## config.mk

```make
export PLATFORM = sky130hd
export DESIGN_NAME = mem_access_seq_flat
export DESIGN_NICKNAME = d
export VERILOG_FILES = /design/src/rtl/mem_access_seq_pkg.sv /design/src/rtl/mem_access_seq_if.sv /design/src/rtl/mem_access_seq_lane_mux.sv /design/src/rtl/mem_access_seq.sv /design/src/flat_wrapper.sv
export SDC_FILE = /design/constraint.sdc
export NUM_CORES = 1
export LEC_CHECK = 0
export ABC_CLOCK_PERIOD_IN_PS = 3100
export BUFFER_PORTS_ARGS = -buffer_cell sky130_fd_sc_hd__buf_2
export CAP_MARGIN = 30
export CORE_UTILIZATION = 45
export DETAILED_ROUTE_END_ITERATION = 16
export GPL_TIMING_DRIVEN = 0
export PLACE_DENSITY = 0.72
export SLEW_MARGIN = 20
export SYNTH_ARGS = -nofsm -noshare
export SYNTH_HDL_FRONTEND = slang
export SYNTH_SLANG_ARGS = --single-unit
```

## constraint.sdc

```tcl
create_clock -name clock -period 3.1 [get_ports clock]
set_input_delay 0.31 -clock clock [delete_from_list [all_inputs] [get_ports clock]]
set_output_delay 0.31 -clock clock [all_outputs]
set_load 0.01 [all_outputs]
```

## src/rtl/mem_access_seq_pkg.sv

```systemverilog
// Shared types and constants for the multicycle memory-access sequencer.
package mem_access_seq_pkg;

    localparam int unsigned MEM_LATENCY_DEF = 2;

    localparam logic [1:0] SZ_BYTE = 2'b01;
    localparam logic [1:0] SZ_HALF = 2'b10;
    localparam logic [1:0] SZ_WORD = 2'b11;

    typedef enum logic [2:0] {
        StIdle,
        StRd,
        StWr,
        StDone,
        StErr
    } state_e;

endpackage

```

## src/rtl/mem_access_seq_if.sv

```systemverilog
// Request/response and data-memory signals of the sequencer, bundled as one interface.
interface mem_access_seq_if;

    logic        req;
    logic        op_store;
    logic [1:0]  size;
    logic        sext;
    logic [31:0] addr;
    logic [31:0] wdata;
    logic        busy;
    logic        done;
    logic        err;
    logic [31:0] mdr;
    logic [31:0] load_data;
    logic [31:0] mem_addr;
    logic        mem_wr;
    logic [31:0] mem_wdata;
    logic [31:0] mem_rdata;

    // Sequencer side.
    modport slave (
        input  req, op_store, size, sext, addr, wdata, mem_rdata,
        output busy, done, err, mdr, load_data, mem_addr, mem_wr, mem_wdata
    );

    // Control unit and memory side.
    modport master (
        output req, op_store, size, sext, addr, wdata, mem_rdata,
        input  busy, done, err, mdr, load_data, mem_addr, mem_wr, mem_wdata
    );

endinterface

```

## src/rtl/mem_access_seq_lane_mux.sv

```systemverilog
// Little-endian lane extraction for loads and lane merge for sub-word stores.
module mem_access_seq_lane_mux
    import mem_access_seq_pkg::*;
(
    input  logic [31:0] word_i,
    input  logic [1:0]  lane_i,
    input  logic [1:0]  size_i,
    input  logic        sext_i,
    input  logic [31:0] st_data_i,
    output logic [31:0] ld_val_o,
    output logic [31:0] st_word_o
);

    logic [7:0]  byte_sel;
    logic [15:0] half_sel;

    always_comb begin
        byte_sel  = word_i[{lane_i, 3'b000} +: 8];
        half_sel  = word_i[{lane_i[1], 4'b0000} +: 16];
        ld_val_o  = word_i;
        st_word_o = st_data_i;
        case (size_i)
            SZ_BYTE: begin
                ld_val_o  = {{24{sext_i & byte_sel[7]}}, byte_sel};
                st_word_o = word_i;
                st_word_o[{lane_i, 3'b000} +: 8] = st_data_i[7:0];
            end
            SZ_HALF: begin
                ld_val_o  = {{16{sext_i & half_sel[15]}}, half_sel};
                st_word_o = word_i;
                st_word_o[{lane_i[1], 4'b0000} +: 16] = st_data_i[15:0];
            end
            default: ;
        endcase
    end

endmodule

```

## src/rtl/mem_access_seq.sv

```systemverilog
// Multicycle load/store sequencer: one access per request, read-modify-write for sub-word
// stores so that memory only ever receives full-word writes.
module mem_access_seq
    import mem_access_seq_pkg::*;
#(
    parameter int unsigned MEM_LATENCY = MEM_LATENCY_DEF,
    parameter int unsigned CNT_W       = 2
) (
    input  logic             clock,
    input  logic             reset,
    mem_access_seq_if.slave  bus
);

    localparam logic [CNT_W-1:0] LastCnt = CNT_W'(MEM_LATENCY - 1);

    state_e          state_q, state_d;
    logic [CNT_W-1:0] cnt_q, cnt_d;
    logic            op_store_q, op_store_d;
    logic [1:0]      size_q, size_d;
    logic            sext_q, sext_d;
    logic [1:0]      lane_q, lane_d;
    logic [31:0]     wdata_q, wdata_d;
    logic [31:0]     mdr_q, mdr_d;
    logic [31:0]     load_data_q, load_data_d;
    logic [31:0]     mem_addr_q, mem_addr_d;

    logic [31:0]     mux_word;
    logic [31:0]     ld_val;
    logic [31:0]     st_word;
    logic            bad_req;

    // Loads extract from the incoming read word; stores merge into the captured MDR.
    assign mux_word = (state_q == StWr) ? mdr_q : bus.mem_rdata;

    mem_access_seq_lane_mux u_lane_mux (
        .word_i    (mux_word),
        .lane_i    (lane_q),
        .size_i    (size_q),
        .sext_i    (sext_q),
        .st_data_i (wdata_q),
        .ld_val_o  (ld_val),
        .st_word_o (st_word)
    );

    always_comb begin
        bad_req = (bus.size == 2'b00)
                | ((bus.size == SZ_HALF) & bus.addr[0])
                | ((bus.size == SZ_WORD) & (bus.addr[1:0] != 2'b00));
    end

    always_comb begin
        state_d     = state_q;
        cnt_d       = cnt_q;
        op_store_d  = op_store_q;
        size_d      = size_q;
        sext_d      = sext_q;
        lane_d      = lane_q;
        wdata_d     = wdata_q;
        mdr_d       = mdr_q;
        load_data_d = load_data_q;
        mem_addr_d  = mem_addr_q;

        unique case (state_q)
            StIdle: begin
                if (bus.req) begin
                    op_store_d = bus.op_store;
                    size_d     = bus.size;
                    sext_d     = bus.sext;
                    lane_d     = bus.addr[1:0];
                    wdata_d    = bus.wdata;
                    if (bad_req) begin
                        state_d = StErr;
                    end else begin
                        mem_addr_d = {bus.addr[31:2], 2'b00};
                        cnt_d      = '0;
                        state_d    = (bus.op_store && bus.size == SZ_WORD) ? StWr : StRd;
                    end
                end
            end
            StRd: begin
                cnt_d = cnt_q + 1'b1;
                if (cnt_q == LastCnt) begin
                    cnt_d = '0;
                    mdr_d = bus.mem_rdata;
                    if (op_store_q) begin
                        state_d = StWr;
                    end else begin
                        load_data_d = ld_val;
                        state_d     = StDone;
                    end
                end
            end
            StWr:    state_d = StDone;
            StDone:  state_d = StIdle;
            StErr:   state_d = StIdle;
            default: state_d = StIdle;
        endcase
    end

    always_ff @(posedge clock or negedge reset) begin
        if (!reset) begin
            state_q     <= StIdle;
            cnt_q       <= '0;
            op_store_q  <= 1'b0;
            size_q      <= 2'b00;
            sext_q      <= 1'b0;
            lane_q      <= 2'b00;
            wdata_q     <= '0;
            mdr_q       <= '0;
            load_data_q <= '0;
            mem_addr_q  <= '0;
        end else begin
            state_q     <= state_d;
            cnt_q       <= cnt_d;
            op_store_q  <= op_store_d;
            size_q      <= size_d;
            sext_q      <= sext_d;
            lane_q      <= lane_d;
            wdata_q     <= wdata_d;
            mdr_q       <= mdr_d;
            load_data_q <= load_data_d;
            mem_addr_q  <= mem_addr_d;
        end
    end

    always_comb begin
        bus.busy      = (state_q != StIdle);
        bus.done      = (state_q == StDone) || (state_q == StErr);
        bus.err       = (state_q == StErr);
        bus.mdr       = mdr_q;
        bus.load_data = load_data_q;
        bus.mem_addr  = mem_addr_q;
        bus.mem_wr    = (state_q == StWr);
        bus.mem_wdata = (state_q == StWr) ? st_word : 32'h0;
    end

endmodule

```

## src/flat_wrapper.sv

```systemverilog
// flat-port wrapper written by rule: the top's interface ports become plain ports
module mem_access_seq_flat import mem_access_seq_pkg::*;
#(
    parameter int unsigned MEM_LATENCY = MEM_LATENCY_DEF,
    parameter int unsigned CNT_W       = 2
)
  (clock, reset, bus_req, bus_op_store, bus_size, bus_sext, bus_addr, bus_wdata, bus_mem_rdata, bus_busy, bus_done, bus_err, bus_mdr, bus_load_data, bus_mem_addr, bus_mem_wr, bus_mem_wdata);
  mem_access_seq_if bus_i ();
  input  logic clock;
  input  logic reset;
  input wire logic [$bits(bus_i.req)-1:0] bus_req;
  input wire logic [$bits(bus_i.op_store)-1:0] bus_op_store;
  input wire logic [$bits(bus_i.size)-1:0] bus_size;
  input wire logic [$bits(bus_i.sext)-1:0] bus_sext;
  input wire logic [$bits(bus_i.addr)-1:0] bus_addr;
  input wire logic [$bits(bus_i.wdata)-1:0] bus_wdata;
  input wire logic [$bits(bus_i.mem_rdata)-1:0] bus_mem_rdata;
  output wire logic [$bits(bus_i.busy)-1:0] bus_busy;
  output wire logic [$bits(bus_i.done)-1:0] bus_done;
  output wire logic [$bits(bus_i.err)-1:0] bus_err;
  output wire logic [$bits(bus_i.mdr)-1:0] bus_mdr;
  output wire logic [$bits(bus_i.load_data)-1:0] bus_load_data;
  output wire logic [$bits(bus_i.mem_addr)-1:0] bus_mem_addr;
  output wire logic [$bits(bus_i.mem_wr)-1:0] bus_mem_wr;
  output wire logic [$bits(bus_i.mem_wdata)-1:0] bus_mem_wdata;
  assign bus_i.req = bus_req;
  assign bus_i.op_store = bus_op_store;
  assign bus_i.size = bus_size;
  assign bus_i.sext = bus_sext;
  assign bus_i.addr = bus_addr;
  assign bus_i.wdata = bus_wdata;
  assign bus_i.mem_rdata = bus_mem_rdata;
  assign bus_busy = bus_i.busy;
  assign bus_done = bus_i.done;
  assign bus_err = bus_i.err;
  assign bus_mdr = bus_i.mdr;
  assign bus_load_data = bus_i.load_data;
  assign bus_mem_addr = bus_i.mem_addr;
  assign bus_mem_wr = bus_i.mem_wr;
  assign bus_mem_wdata = bus_i.mem_wdata;
  mem_access_seq #(.MEM_LATENCY(MEM_LATENCY), .CNT_W(CNT_W)) u_core (.clock(clock), .reset(reset), .bus(bus_i));
endmodule
```

# ---- Yosys cells after proc, flatten, opt, wreduce, memory -nomap -nowiden
# Cells that the tools add are included.
dict set report totals {
  inputBits 103
  elab_cells 68
  out_inout_bits 132
  register_bits 137
}
dict set report classes {
  n_bitwise 8
  n_shift 6
  n_reduce_logical 13
  add_sub_neg 3
  muxes 16
  eq_ne 12
}
# op n
set op_table {}
lappend op_table {{one-hot mux 32 bit (2 select lines)} 2}
lappend op_table {{bitwise mux 32 bit} 2}
lappend op_table {{2-to-1 mux 32 bit} 2}
lappend op_table {{variable shift 16 x 7 -> 32 bit (first input constant)} 1}
lappend op_table {{variable shift 8 x 7 -> 32 bit (first input constant)} 1}
lappend op_table {{indexed part select 16 x 7 -> 32 bit} 1}
lappend op_table {{indexed part select 32 x 6 -> 16 bit} 1}
lappend op_table {{indexed part select 32 x 6 -> 8 bit} 1}
lappend op_table {{indexed part select 8 x 7 -> 32 bit} 1}
lappend op_table {{negation 5 -> 7 bit} 2}
lappend op_table {{2-to-1 mux 3 bit} 3}
lappend op_table {{one-hot mux 3 bit (3 select lines)} 1}
lappend op_table {{AND reduction 3 bit} 3}
lappend op_table {{2-to-1 mux 2 bit} 4}
lappend op_table {{equality test 2 bit (second input constant)} 3}
lappend op_table {{equality test 3 x 2 -> 1 bit (second input constant)} 2}
lappend op_table {{AND reduction 2 bit} 3}
lappend op_table {{AND 1 bit} 4}
lappend op_table {{equality test 2 x 1 -> 1 bit (second input constant)} 2}
lappend op_table {{!= test 2 bit (second input constant)} 2}
lappend op_table {{one-hot mux 2 bit (2 select lines)} 1}
lappend op_table {{nonzero test 2 bit} 2}
lappend op_table {{equality test 3 x 1 -> 1 bit (second input constant)} 1}
lappend op_table {{equality test 3 bit (second input constant)} 1}
lappend op_table {{other kinds (10)} 12}

# ---- Longest topological paths before layout
# Gate-level depths: netlist (run 1).
dict set report logic_depth {
  word_depth 7
  mapped_depth 10
  ltp_nobuf 7
}

# ---- Hierarchy
# A second synthesis (run 1) with hierarchy kept.
dict set report unflattened {
  hier_cells 619
  area_unflattened_um2 7682.4
}
# mod instances seq_area_each_um2 cells_per_inst area_per_inst_um2
set by_module_without_submodules {}
lappend by_module_without_submodules {mem_access_seq 1 3428.3 390 5945.7}
lappend by_module_without_submodules {mem_access_seq_lane_mux 1 0.0 229 1736.7}

# ---- Worst setup path before layout (run 1)
# OpenSTA, ideal clock, no wires.
dict set report synth_timing {
  path_kind {register -> output}
  start {register u_core.lane_q[0]}
  end {output port bus_mem_wdata[0]}
  t_arrival_ns 2.533
  setup_slack_ns 0.257
  stages_incl_launch_ff 8
  path_buffers 2
  required_ns 2.790
  cell_sequence {dfrtp_1 clkbuf_1 inv_1 clkbuf_1 ha_1 o41ai_1 a22oi_1 nor2_1}
}
dict set report synth_between {
  elab_chain_cells 5
  word_cells_on_any_way 6
  cone_classes {1 x add/sub; 2 x shift; 3 x mux}
}
# item line_no
set synth_lines {}
lappend synth_lines {{from (decl)} mem_access_seq.sv:21} ;# logic [1:0] lane_q, lane_d;
lappend synth_lines {{from (signal assigned)} mem_access_seq.sv:118} ;# lane_q <= lane_d;
lappend synth_lines {{negation 5 -> 7 bit *} mem_access_seq_lane_mux.sv:26} ;# st_word_o[{lane_i, 3'b000} +: 8] = st_data_i[7:0];
lappend synth_lines {{indexed part select 8 x 7 -> 32 bit or variable shift 8 x 7 -> 32 bit (tied branches)} mem_access_seq_lane_mux.sv:26}
lappend synth_lines {{bitwise mux 32 bit *} mem_access_seq_lane_mux.sv:26}
lappend synth_lines {{one-hot mux 32 bit (2 select lines) *} mem_access_seq_lane_mux.sv:22} ;# case (size_i)
lappend synth_lines {{2-to-1 mux 32 bit *} mem_access_seq.sv:134} ;# bus.mem_wdata = (state_q == StWr) ? st_word : 32'h0;
lappend synth_lines {{to (decl)} flat_wrapper.sv:25} ;# output wire logic [$bits(bus_i.mem_wdata)-1:0] bus_mem_wdata;
# Every way passes the cells marked *; elsewhere a longest branch is shown, timed or not.

# ---- Worst setup path in the final report (run 1)
dict set report layout_timing {
  start {register u_core.lane_q[1]}
  end {output port bus_mem_wdata[15]}
}
dict set report layout_between {
  elab_chain_cells 5
  word_cells_on_any_way 10
  cone_classes {2 x add/sub; 4 x shift; 4 x mux}
}
# item line_no
set layout_lines {}
lappend layout_lines {{negation 5 -> 7 bit, on equally long branches} {mem_access_seq_lane_mux.sv:31, mem_access_seq_lane_mux.sv:26}}
lappend layout_lines {{indexed part select 16 x 7 -> 32 bit (tied with other cells)} mem_access_seq_lane_mux.sv:31} ;# st_word_o[{lane_i[1], 4'b0000} +: 16] = st_data_i[15:0];
lappend layout_lines {{bitwise mux 32 bit, on equally long branches} {mem_access_seq_lane_mux.sv:31, mem_access_seq_lane_mux.sv:26}}
lappend layout_lines {{one-hot mux 32 bit (2 select lines) *} mem_access_seq_lane_mux.sv:22}
lappend layout_lines {{2-to-1 mux 32 bit *} mem_access_seq.sv:134}
# Marked as above.

==> metrics.cfg, run 1 <==
[outcome]
outcome=finished, violations left
violations=negative setup slack

[route]
first_pass_iters=5
vias=7487
drc=0
vias_per_cell=5.845
drtAntennaViolNets=0
routed_wl_um=25980
wl_per_cell_um=20.28
drtIter0Drc=818

[yosys]
syn_area_per_cell_sq_um=9.537
ys_warn_count=0
synth.top_cell.area_share_pct=45.45
synth_area_leader_cell=dfrtp_1
synthCells=791
syn_area_sq_um=7543
ys_seq_area_share_pct=45.45
synth.area.top_cells=dfrtp_1 (45%), mux2_2 (9.6%), nand2_1 (6.3%)
ys_types=45
synth-seq-cells=137

[power]
p_leak_nw=4.618
ir_worst_vdd_uv=635.9
p_per_area_nw_per_um2=1157

[die]
rows=46
start_util_pct=46.81
io_pins=235
core_area_sq_um=16120
die_w_um=131.5
die_area_sq_um=17290
dieHeight_um=131.5

[grt]
grt-ovfl-total=0
track_usage_pct=30.27
grt_pass1_vias=7340
grt_pass1_wl_um=40340
antenna_found_initial=0
grt_max_degree=75

[final_layout]
final_cells=1281
final_cell_mix=buf_2 (233), dfrtp_1 (134), nand2_1 (127)
layout_commonest_cell=buf_2
fin_nets=1163
n_antenna_cell=0
area_delta_synth_final_pct=34.83
nFillCells=1367
drive_above_1_share_pct=38.69

[timing]
fin_setup_tns_ps=-7.612
setup_ws_ps=-7.612
setup_viol=1
timing.final.crit_share_pct=100.2
skew_ps=9.940
worst_pin_slew_ps=1066
hold_viol_final=0
maxSlewViolCount=0
fmax_mhz=321.8
min_period_ps=3108
slew_headroom_pct=28.40
rsz0062_at_grt=true

[worst_setup_path]
r2r_start=u_core.state_q[1]$_DFFE_PN0P_
r2r_slack_ps=310
critPathLaunchType=flop
r2r_cells=5
crit_chain=clkbuf_1, nand2_1, clkbuf_1, o21ai_0, a22oi_1, a2bb2oi_1, nor2_1, buf_2
critPathKind=reg -> out
r2r-end=u_core.bus.load_data[5]$_DFFE_PN0P_
critPathArrivalTime_ps=2800
critPathMostFrequentCell=clkbuf_1
crit_path_end_kind=output pin
max_stage_delay_ps=490
cp_max_fo=10
cp_slowest_cell=clkbuf_1
critPathRequiredTime_ps=2790

[place]
dp_cells=1242
dp_hpwl_um=18680
gp_congestion=0.9284
place.port_buffers=232

[flow_run]
maxCapViolCount=0

[min_path]
hp-start=bus_wdata[22]
hp-class=in -> reg
min_delay_worst_endpoint=u_core.wdata_q[22]$_DFFE_PN0P_
whs_path_depth=3

[clocking]
clk_latency_ps=430
htreeDepth=4
clock-root-buffer=clkbuf_16
clkTransAtPathRegs_ps=60
numCtsBuffers=17
clock-sinks=137
cts_buffer_depth=2
cts_tree=done

power by group:
group,total (mW),internal (mW),switching [mW]
Clock,2.00,1.22,0.782
Combinational,6.22,2.71,3.51
Sequential,3.55,2.68,0.865
Total,11.8,6.61,5.16
cells by family after synthesis:
family	Yosys count	share of synthesized area (%)
flops	137	45.45
simple gates	238	14.25
mux	103	16.32
buf+inv	85	4.677
fa+ha+maj	7	1.161
compound gates	220	18.10
other cells	1	0.04971
through the flow:
| step | cell area (sq um) | power (mW) | hold slack, ps | util, % | worst slack (ps) |
|---|---|---|---|---|---|
| 2_1_floorplan | 7547 | 6.909 | 14.41 | - | 256.7 |
| 3_3_place_gp | 8979 | 8.845 | 459.9 | 55.71 | -710.1 |
| 3_5_place_dp | 9029 | 8.992 | 288.8 | 56.02 | -501.2 |
| 4_1_cts | 9986 | 11.42 | 69.29 | 61.96 | -31.60 |
| 5_1_grt | 10170 | 12.38 | 81.12 | 63.11 | -87.89 |
| 6_report | 10170 | 11.77 | 72.46 | 63.11 | -7.612 |
cell type report:
class	instances	area (sq um)	share of cell area, %
timing repair buffer	245	1291	12.70
clock buffer	23	467.9	4.601
buffer	57	327.8	3.223
tap	216	270.3	2.657
multi-input combinational	570	4185	41.15
sequential	137	3432	33.74
clock inverter	8	96.34	0.9472
inverter	25	100.1	0.9841
cells in the mapped netlist (all sizes together):
cell and n:
a211oi 20, a21boi 1, a21o 2, a21oi 46
a22o 2, a22oi 9, a2bb2oi 19, a31oi 2
and2 9, buf 19, clkbuf 41, clkinv 1
conb 1, dfrtp 137, ha 7, inv 24
mux2 64, mux2i 30, mux4 9, nand2 127
nand2b 4, nand3 24, nor2 24, nor2b 17
nor3 24, nor3b 2, nor4 1, nor4bb 3
o2111ai 3, o211ai 3, o21ai 72, o21bai 2
o22a 1, o22ai 32, o2bb2ai 5, o41ai 1
or3 1, or3b 2
metal layers:
metal | GRT usage (%) | part of all wire [%]
met1 | 38.66 | 39
met3 | 7.060 | 9.5
met4 | 14.60 | 4.3
met5 | 0 | 0
met2 | 48.35 | 47
timing repair:
item                                    4_1_cts  5_1_grt
endpoints found under the setup margin       32       32
gates cloned                                  0        0
endpoints found under the hold margin        63        0
hold buffers                                  1        0
setup buffers                                 3        7
pin swaps                                     7        7
resized for setup                            71       39
worst max-delay path, delay by kind of cell (launching register included):
| family | cells | cell delay [ps] |
|---|---|---|
| AOI/OAI and AO/OA | 3 | 680 |
| buffers and inverters | 3 | 960 |
| DFF | 1 | 480 |
| and+or+nand+nor | 2 | 260 |
how the worst max path moves through the flow:
| stage | start | to | slack (ps) | depth (start not counted) |
|---|---|---|---|---|
| CTS | u_core.state_q[0]$_DFFE_PN0P_ | bus_mem_wdata[17] | -30 | 7 |
| finish | u_core.lane_q[1]$_DFFE_PN0P_ | bus_mem_wdata[15] | -8 | 8 |
| global route | u_core.size_q[0]$_DFFE_PN0P_ | bus_mem_wdata[15] | -90 | 9 |
| detailed placement | u_core.state_q[1]$_DFFE_PN0P_ | bus_mem_wdata[22] | -500 | 9 |
| floorplan | u_core.lane_q[0]$_DFFE_PN0P_ | bus_mem_wdata[0] | 260 | 7 |
| global placement | u_core.lane_q[0]$_DFFE_PN0P_ | bus_mem_wdata[7] | -710 | 8 |
flip-flops by register name (all words and copies together), names as in the netlist:
| name | flops |
|---|---|
| u_core.bus.load_data | 32 |
| u_core.bus.mdr | 32 |
| u_core.wdata_q | 32 |
| u_core.bus.mem_addr | 30 |
| u_core.state_q | 3 |
| u_core.cnt_q | 2 |
| u_core.lane_q | 2 |
| u_core.size_q | 2 |
| u_core.op_store_q | 1 |
| u_core.sext_q | 1 |
Note: power is estimated with default switching activity, not from simulation.
==> run 2: changes to the inputs <==
--- a/config.mk
+++ b/config.mk
@@ -5,7 +5,7 @@
 export SDC_FILE = /design/constraint.sdc
 export NUM_CORES = 1
 export LEC_CHECK = 0
-export ABC_CLOCK_PERIOD_IN_PS = 3100
+export ABC_CLOCK_PERIOD_IN_PS = 3700
 export BUFFER_PORTS_ARGS = -buffer_cell sky130_fd_sc_hd__buf_2
 export CAP_MARGIN = 30
 export CORE_UTILIZATION = 45
==> constraint.sdc (replaced) <==
create_clock -name clock -period 3.7 [get_ports clock]
set_input_delay 0.37 -clock clock [delete_from_list [all_inputs] [get_ports clock]]
set_output_delay 0.37 -clock clock [all_outputs]
set_load 0.01 [all_outputs]
==> metrics.cfg, run 2 (synthesized netlist as in run 1, its figures left out) <==
[final_layout]
final_cell_mix=buf_2 (235), dfrtp_1 (137), nand2_1 (127)
n_antenna_cell=0  ; unchanged
finish.utilization_pct=59.91  ; -3.2 points
nFillCells=1458  ; +6.7%
area_delta_synth_final_pct=28.00
fin_nets=1155  ; -0.69%
final_area_sq_um=9656  ; -5.1%
final_cells=1273  ; -0.62%
drive_above_1_share_pct=34.06  ; -4.6 points
layout_commonest_cell=buf_2

[route]
drc=0  ; unchanged
first_pass_iters=5  ; unchanged
vias_per_cell=5.841  ; about the same
wl_per_cell_um=19.86  ; -2.1%
drtIter0Drc=782  ; -4.4%
drtAntennaViolNets=0  ; unchanged
routed_wl_um=25290  ; -2.7%
vias=7435  ; -0.69%

[clocking]
clkTransAtPathRegs_ps=60  ; about the same
htreeDepth=4  ; unchanged
numCtsBuffers=17  ; unchanged
clock-sinks=137  ; unchanged
clock-root-buffer=clkbuf_16
clk_latency_ps=420  ; about the same
cts_buffer_depth=2  ; unchanged
cts_tree=done
postCtsSetupBuffers=0  ; -3

[grt]
grt_pass1_wl_um=39720  ; -1.5%
busiest_layer=met2
met1_usage_pct=38.12  ; -0.54 points
grt-ovfl-total=0  ; unchanged
grt_max_degree=75  ; unchanged
met2_usage_pct=47.59  ; -0.76 points
antenna_found_initial=0  ; unchanged
use_met3_pct=6.636  ; -0.42 points
grt_pass1_vias=7254  ; -1.2%
track_usage_pct=29.71  ; -0.56 points

[die]
dieHeight_um=131.5  ; unchanged
start_util_pct=46.81  ; unchanged
die_area_sq_um=17290  ; unchanged
rows=46  ; unchanged
core_area_sq_um=16120  ; unchanged
io_pins=235  ; unchanged
die_w_um=131.5  ; unchanged

[timing]
holdWs_ps=135.9  ; +63.45 ps
fmax_mhz=283.0
setup_ws_ps=166.0  ; +173.6 ps
setup_viol=0  ; -1
timing.final.crit_share_pct=95.51
worst_pin_slew_ps=1025  ; -41.11 ps
hold_viol_final=0  ; unchanged
fin_setup_tns_ps=0  ; +7.612 ps
skew_ps=7.580  ; -2.360 ps
maxSlewViolCount=0  ; unchanged
slew_headroom_pct=31.16  ; +2.8 points
rsz0062_at_grt=false
min_period_ps=3534

[place]
dp_slack_ps=38.78  ; +540.0 ps
place.port_buffers=232  ; unchanged
placed_area_sq_um=9029  ; unchanged
dp_cells=1242  ; unchanged
dp_hpwl_um=18680  ; unchanged
gp_congestion=0.9284  ; unchanged

[min_path]
hp-class=in -> reg
hp-start=bus_wdata[22]

[power]
p_per_area_nw_per_um2=965.9  ; -17%
ir_worst_vdd_uv=454.6  ; -29%
p_total_mw=9.326  ; -21%
p_leak_nw=4.533  ; -1.8%

[worst_setup_path]
critPathKind=reg -> out
critPathRequiredTime_ps=3330  ; +540 ps
critical_path_buf_inv_count=4  ; +1
cp-startpoint=u_core.lane_q[1]$_DFFE_PN0P_
cp_max_fo=12  ; +2
crit_path_end_kind=output pin
cp_slowest_cell=dfrtp_1
crit_chain=clkinvlp_4, clkbuf_2, ha_1, nor4bb_1, clkbuf_2, nand2_1, o21ai_0, a211oi_1, nor3_1, buf_2
critPathMostFrequentCell=clkbuf_2
critPathArrivalTime_ps=3160  ; +360 ps
critPathLaunchType=flop
cp_top_family=buffers and inverters
r2r_start=u_core.state_q[0]$_DFFE_PN0P_
max_stage_delay_ps=480  ; about the same

[outcome]
outcome=finished, final reports clean

[flow_run]
maxCapViolCount=0  ; unchanged

-- run 2: changes by cell type in the layout (fill, tap and decap cells not counted), moves of 5 or more --
cell and change:
mux2i_1 +14, clkbuf_1 +5, a211oi_1 +8, buf_4 -13, mux2i_4 -21, mux2i_2 +7, a211oi_2 -8
-- run 2: cell type report --
cell class | instances | area, sq um | area share (%)
timing repair buffer | 235 | 1214 | 12.57
clock buffer | 23 | 467.9 | 4.846
sequential | 137 | 3428 | 35.51
buffer | 59 | 265.3 | 2.747
multi-input combinational | 570 | 3816 | 39.52
inverter | 25 | 97.59 | 1.011
tap | 216 | 270.3 | 2.799
clock inverter | 8 | 96.34 | 0.9978
-- run 2: path summary, 6_finish.rpt --
kind                       cells past startpoint                                   end  slack [ps]
setup / recovery                              10                     bus_mem_wdata[31]         170
hold / removal                                 3        u_core.wdata_q[22]$_DFFE_PN0P_         140
setup reg to reg                               8  u_core.bus.load_data[25]$_DFFE_PN0P_         870
hold reg to reg                                2        u_core.wdata_q[31]$_DFFE_PN0P_         470
max in group asynchronous                      3   u_core.bus.mem_addr[29]$_DFFE_PN0P_        2470
min in group asynchronous                      2  u_core.bus.load_data[21]$_DFFE_PN0P_         480
-- run 2: layer usage --
| metal | vias up | share of wire, % |
|---|---|---|
| met5 | - | 0 |
| met3 | 71 | 9.6 |
| met2 | 462 | 47 |
| met4 | 0 | 3.8 |
| met1 | 3554 | 40 |
| li1 | 3348 | - |
-- run 2: power by group --
group	internal [mW]	switching (mW)	leakage (nW)
clock	1.02	0.649	0.277
sequential	2.25	0.661	1.63
combinational	2.00	2.75	2.62
-- run 2: worst min-delay path, cell delays in order --
cell and delay, ps:
buf_2 70, nand2_1 40, nand2_1 40
-- run 2: repair_timing --
action / 4_1_cts / 5_1_grt
hold buffers: 1 / 0
gates resized for setup: 12 / 9
setup endpoints to repair: 32 / 29
endpoints found under the hold margin: 63 / 0
